<file path="config.mk">
export PLATFORM = sky130hd
export DESIGN_NAME = traceback_unit
export DESIGN_NICKNAME = d
export VERILOG_FILES = /design/src/rtl/viterbi_pkg.sv /design/src/rtl/surv_mem.sv /design/src/rtl/traceback_unit.sv
export SDC_FILE = /design/constraint.sdc
export NUM_CORES = 1
export LEC_CHECK = 0
export ABC_CLOCK_PERIOD_IN_PS = 2450
export BUFFER_PORTS_ARGS = -buffer_cell sky130_fd_sc_hd__buf_2
export CELL_PAD_IN_SITES_DETAIL_PLACEMENT = 1
export CELL_PAD_IN_SITES_GLOBAL_PLACEMENT = 1
export CORE_MARGIN = 5
export CORE_UTILIZATION = 50
export CTS_CLUSTER_SIZE = 28
export DETAILED_ROUTE_END_ITERATION = 12
export HOLD_SLACK_MARGIN = 0.06
export PLACE_DENSITY = 0.91
export SLEW_MARGIN = 40
export SYNTH_ARGS = -nofsm -noshare
export SYNTH_HDL_FRONTEND = slang
export SYNTH_SLANG_ARGS = --single-unit
export TNS_END_PERCENT = 5
</file>
<file path="constraint.sdc">
create_clock -name clk -period 2.45 [get_ports clk]
set_input_delay 0.1225 -clock clk [delete_from_list [all_inputs] [get_ports clk]]
set_output_delay 0.1225 -clock clk [all_outputs]
set_load 0.03 [all_outputs]
</file>
<file path="src/rtl/viterbi_pkg.sv">
// Shared Viterbi decoder definitions: trellis geometry, traceback FSM states
// and the predecessor function used by both the ACS array and the traceback.
package viterbi_pkg;

  localparam int unsigned K          = 3;
  localparam int unsigned SW         = K - 1;
  localparam int unsigned NUM_STATES = 2 ** SW;

  typedef enum logic [1:0] {
    IDLE   = 2'd0,
    MERGE  = 2'd1,
    DECODE = 2'd2,
    OUT    = 2'd3
  } tb_state_e;

  // State = last SW input bits, newest in LSB; the survivor bit supplies the
  // bit that falls off the MSB end when stepping one column back in time.
  function automatic logic [SW-1:0] pred(input logic [SW-1:0] state,
                                         input logic          surv_bit);
    return {surv_bit, state[SW-1:1]};
  endfunction

endpackage

</file>
<file path="src/rtl/surv_mem.sv">
// Survivor register file: DEPTH columns of WIDTH bits.
// Ports: clk; we/waddr/wdata synchronous write; raddr/rdata combinational read.
module surv_mem #(
  parameter  int unsigned DEPTH = 16,
  parameter  int unsigned WIDTH = 4,
  localparam int unsigned AW    = $clog2(DEPTH)
) (
  input  logic             clk,
  input  logic             we,
  input  logic [AW-1:0]    waddr,
  input  logic [WIDTH-1:0] wdata,
  input  logic [AW-1:0]    raddr,
  output logic [WIDTH-1:0] rdata
);

  logic [WIDTH-1:0] mem [DEPTH];

  // Contents are don't-care after reset, so the array carries no reset.
  always_ff @(posedge clk) begin
    if (we) mem[waddr] <= wdata;
  end

  assign rdata = mem[raddr];

endmodule

</file>
<file path="src/rtl/traceback_unit.sv">
// Viterbi survivor memory and traceback. Stores one survivor column per
// accepted step; every D columns (once 2D are held) it traces back D merge
// steps then D decode steps and emits D decoded bits, bit 0 oldest.
// Ports: clk, rst (sync, active-high); surv_valid/surv_ready/surv_vec/
// best_state column input; dec_valid/dec_bits decoded block; busy.
module traceback_unit #(
  parameter  int unsigned K  = 3,
  parameter  int unsigned D  = 8,
  localparam int unsigned SW = K - 1,
  localparam int unsigned S  = 2 ** SW
) (
  input  logic          clk,
  input  logic          rst,
  input  logic          surv_valid,
  output logic          surv_ready,
  input  logic [S-1:0]  surv_vec,
  input  logic [SW-1:0] best_state,
  output logic          dec_valid,
  output logic [D-1:0]  dec_bits,
  output logic          busy
);
  import viterbi_pkg::*;

  localparam int unsigned DEPTH = 2 * D;
  localparam int unsigned PW    = $clog2(DEPTH);
  localparam int unsigned FW    = $clog2(DEPTH + 1);
  localparam int unsigned BW    = $clog2(D);

  tb_state_e     state, state_nxt;
  logic [PW-1:0] wr_ptr, rd_ptr;
  logic [FW-1:0] fill_cnt;
  logic [BW-1:0] blk_cnt, step_cnt;
  logic [SW-1:0] tb_state;
  logic [S-1:0]  col_c;
  logic          accept_c, trigger_c, step_last_c;
  logic [PW-1:0] wr_ptr_inc_c, rd_ptr_dec_c;

  surv_mem #(.DEPTH(DEPTH), .WIDTH(S)) u_mem (
    .clk   (clk),
    .we    (accept_c),
    .waddr (wr_ptr),
    .wdata (surv_vec),
    .raddr (rd_ptr),
    .rdata (col_c)
  );

  // Explicit wrap compares keep the ring correct when 2D is not a power of two.
  assign wr_ptr_inc_c = (wr_ptr == PW'(DEPTH - 1)) ? '0 : wr_ptr + PW'(1);
  assign rd_ptr_dec_c = (rd_ptr == '0) ? PW'(DEPTH - 1) : rd_ptr - PW'(1);

  assign accept_c    = surv_valid && surv_ready;
  // Fires when this accept fills the buffer to 2D and closes a block of D.
  assign trigger_c   = accept_c && (fill_cnt >= FW'(DEPTH - 1)) &&
                       (blk_cnt == BW'(D - 1));
  assign step_last_c = (step_cnt == BW'(D - 1));

  // Next-state logic.
  always_comb begin
    state_nxt = state;
    case (state)
      IDLE:    if (trigger_c)   state_nxt = MERGE;
      MERGE:   if (step_last_c) state_nxt = DECODE;
      DECODE:  if (step_last_c) state_nxt = OUT;
      OUT:                      state_nxt = IDLE;
      default:                  state_nxt = IDLE;
    endcase
  end

  // State register, pointers, traceback datapath and registered outputs.
  always_ff @(posedge clk) begin
    if (rst) begin
      state      <= IDLE;
      wr_ptr     <= '0;
      rd_ptr     <= '0;
      fill_cnt   <= '0;
      blk_cnt    <= '0;
      step_cnt   <= '0;
      tb_state   <= '0;
      dec_bits   <= '0;
      dec_valid  <= 1'b0;
      busy       <= 1'b0;
      surv_ready <= 1'b1;
    end else begin
      state <= state_nxt;

      if (accept_c) begin
        wr_ptr  <= wr_ptr_inc_c;
        blk_cnt <= (blk_cnt == BW'(D - 1)) ? '0 : blk_cnt + BW'(1);
        if (fill_cnt != FW'(DEPTH)) fill_cnt <= fill_cnt + FW'(1);
      end

      // The triggering column lands at wr_ptr, which is where tracing starts.
      if (state == IDLE && trigger_c) begin
        tb_state <= best_state;
        rd_ptr   <= wr_ptr;
        step_cnt <= '0;
      end

      if (state == MERGE || state == DECODE) begin
        if (state == DECODE) dec_bits[BW'(D - 1) - step_cnt] <= tb_state[0];
        tb_state <= pred(tb_state, col_c[tb_state]);
        rd_ptr   <= rd_ptr_dec_c;
        step_cnt <= step_last_c ? '0 : step_cnt + BW'(1);
      end

      dec_valid  <= (state_nxt == OUT);
      busy       <= (state_nxt != IDLE);
      surv_ready <= (state_nxt == IDLE);
    end
  end

endmodule

</file>
==> results.py <==
metrics = {
    "timing": {
        "finalWorstSetupSlack_ns": 0.341,
        "worstMarginPinSlew_ns": 0.789,
        "grt_setup_unrepaired": "false",
        "finClkSkew_ns": 0.0141,
        "timing.slew.headroom": 0.470,
        "finalCritPeriodShare": 0.861,
        "timing.fmax_mhz": 474,
        "slew_violations": 0,
        "period_minus_slack_ns": 2.11,
        "hold_ws_ns": 0.0995,
        "hold_viol_final": 0,
        "finalSetupTns_ns": 0,
        "finalSetupViolations": 0,
    },
    "flow_run": {
        "cap_violations": 0,
    },
    "global_routing": {
        "track_usage": 0.186,
        "grt_max_degree": 38,
        "grt.overflow.total": 0,
        "grt_pass1_vias": 3051,
        "grt_pass1_wl_um": 16000,
        "antenna_found_initial": 0,
    },
    "status": {
        "outcome": "finished, final reports clean",
    },
    "yosys": {
        "yosys_warnings": 0,
        "synth_flop_cell": "edfxtp_1",
        "syn-instance-count": 358,
        "avgSynthCellArea_um2": 12.4,
        "synth_seq_area_share": 0.607,
        "netlist_area_mm2": 0.00442,
        "async_reset_ff_frac": 0,
        "synth_cell_type_count": 47,
        "synth-seq-cells": 102,
        "syn-num-nets": 384,
        "synth_edf_count": 64,
    },
    "min_path": {
        "hp-class": "input port to register",
    },
    "power_and_ir_drop": {
        "power.total_mw": 3.27,
        "powerDensity_mw_per_mm2": 683,
        "irDropWorstVdd_mv": 0.331,
        "leakagePower_nw": 1.66,
    },
    "layout": {
        "stdcell_area_mm2": 0.00479,
        "final_util": 0.551,
        "area_growth_pct": 8.20,
        "drive_gt1_frac": 0.155,
        "stdcell_count": 483,
        "n_antenna_cell": 0,
        "final_common_cell": "edfxtp_1",
        "final_nets": 396,
        "most-common-layout-cells": "64 x edfxtp_1, 40 x nor2_1, 38 x dfxtp_1, 23 x nand2_1, 19 x buf_2",
    },
    "setup_path": {
        "start_kind": "register",
        "cp_top_family": "compound AO/OA/AOI/OAI gates",
        "path_max_fanout": 6,
        "critPathCaptureType": "register",
        "arrival_ns": 2.39,
        "crit_type": "register to register",
        "critPathBufInv": 0,
        "crit_top_cell": "ha_1",
        "critPathSlowestCell": "o311a_1",
        "crit_chain": "ha_1 > and3_1 > ha_1 > o311a_1 > a21oi_2 > o21ai_0 > a21oi_1",
        "cp_data_required_time_ns": 2.73,
        "cpPeakStageDelay_ns": 0.41,
    },
    "route": {
        "drtIter0Drc": 150,
        "drcViolationCount": 0,
        "drt_wl_total_um": 9710,
        "drt-pass1-iter-count": 4,
        "antenna_left": 0,
        "vias": 2838,
        "wl_per_cell_um": 20.1,
        "vias_per_cell": 5.88,
    },
    "clock_network": {
        "hold_buffers": 0,
        "cts_buffers": 9,
        "clk_latency_ns": 0.36,
        "cts_buffer_depth": 2,
        "cts_htree_levels": 3,
        "cts.sinks": 102,
        "cts_tree": "yes",
        "postCtsResizedCells": 0,
        "post_cts_buffers": 0,
        "clk_pin_slew_ns": 0.10,
        "root_buffer": "clkbuf_8",
    },
    "die": {
        "core_mm2": 0.00868,
        "ioPinCount": 20,
        "dieHeight_um": 104,
        "dieArea_mm2": 0.0108,
        "die_w_um": 104,
        "num_rows": 34,
        "initial_core_util": 0.510,
    },
    "placement": {
        "placed_cells": 467,
        "placed_cell_area_mm2": 0.00459,
        "dp_hpwl_um": 6760,
        "place_congestion": 0.801,
        "io_buffers": 19,
        "pre_cts_ws_ns": 0.379,
    },
}
-- path summary, 6_finish.rpt --
check / from / endpoint / slack [ns] / depth (start not counted)
min: best_state[0] / tb_state[0] / 0.1 / 3
min reg2reg: blk_cnt[2] / blk_cnt[2] / 0.48 / 2
max reg2reg: fill_cnt[0] / register / 0.34 / 7
max: fill_cnt[0] / register / 0.34 / 7
-- layout make-up --
cell class                 instances  area, um2
inverter                          12       45.0
sequential                       102       2680
clock inverter                     7       71.3
tap                              108        135
timing repair buffer              22        130
clock buffer                       9        124
fill                             920       3890
multi-input combinational        223       1600
-- per-layer routing --
layer / global-route usage / wire length [um] / up-vias
met2: 0.325 / 5150 / 55
met5: 0 / 0 / -
met4: 0.0592 / 169 / 0
met1: 0.233 / 3980 / 1428
li1: - / - / 1338
met3: 0.0348 / 408 / 17
-- synth_stat cells, types with 2 or more instances --
cell type	instances	share of area
edfxtp_1	64	0.43
nor2_1	40	0.034
dfxtp_1	38	0.17
nand2_1	23	0.020
ha_1	17	0.048
mux2_2	15	0.038
nor3_1	15	0.017
mux2i_1	13	0.029
a21oi_1	12	0.014
inv_1	12	0.010
clkbuf_1	11	0.0093
o21ai_0	9	0.010
nor2b_1	8	0.011
o22ai_1	7	0.0099
a211oi_1	6	0.010
nand2b_1	6	0.0085
buf_1	5	0.0042
mux4_2	5	0.025
nor3b_1	5	0.0085
a2111oi_0	4	0.0079
xor2_1	4	0.0079
nand3b_1	3	0.0051
nand4_1	3	0.0042
a221oi_1	2	0.0040
a22oi_1	2	0.0034
buf_4	2	0.0034
buf_6	2	0.0051
nand4b_1	2	0.0040
nor4_1	2	0.0028
o221ai_1	2	0.0040
o31ai_1	2	0.0034
xnor2_1	2	0.0040
-- kinds of logic (layout without fill, tap and decap cells) --
logic type	count (synthesis)	count (layout)	share of synthesized area
and+or+nand+nor	112	112	0.123
DFF	102	102	0.607
AOI/OAI and AO/OA	55	55	0.0840
muxes	33	33	0.0931
buffers and inverters	33	50	0.0334
adders and majority gates	17	17	0.0481
xor gates and xnor gates	6	6	0.0119
-- power by group --
| group | internal, mW | switching, mW |
|---|---|---|
| sequential | 1.87 | 0.0641 |
| combinational | 0.110 | 0.179 |
| clock | 0.475 | 0.570 |
-- flip-flops by register name (all words and copies together), names as in the netlist, named ones only --
name / count
rd_ptr: 4
dec_bits: 8
tb_state: 2
dec_valid: 1
blk_cnt: 3
fill_cnt: 5
wr_ptr: 4
state: 2
u_mem.mem: 64
busy: 1
surv_ready: 1
step_cnt: 3
-- tightest hold or removal path, delay by kind of cell --
kind,cells,cell delay (ns)
AO/OA/AOI/OAI,1,0.08
buffers and inverters,1,0.09
multiplexers,1,0.11
Power figures use the tool's default switching activity.
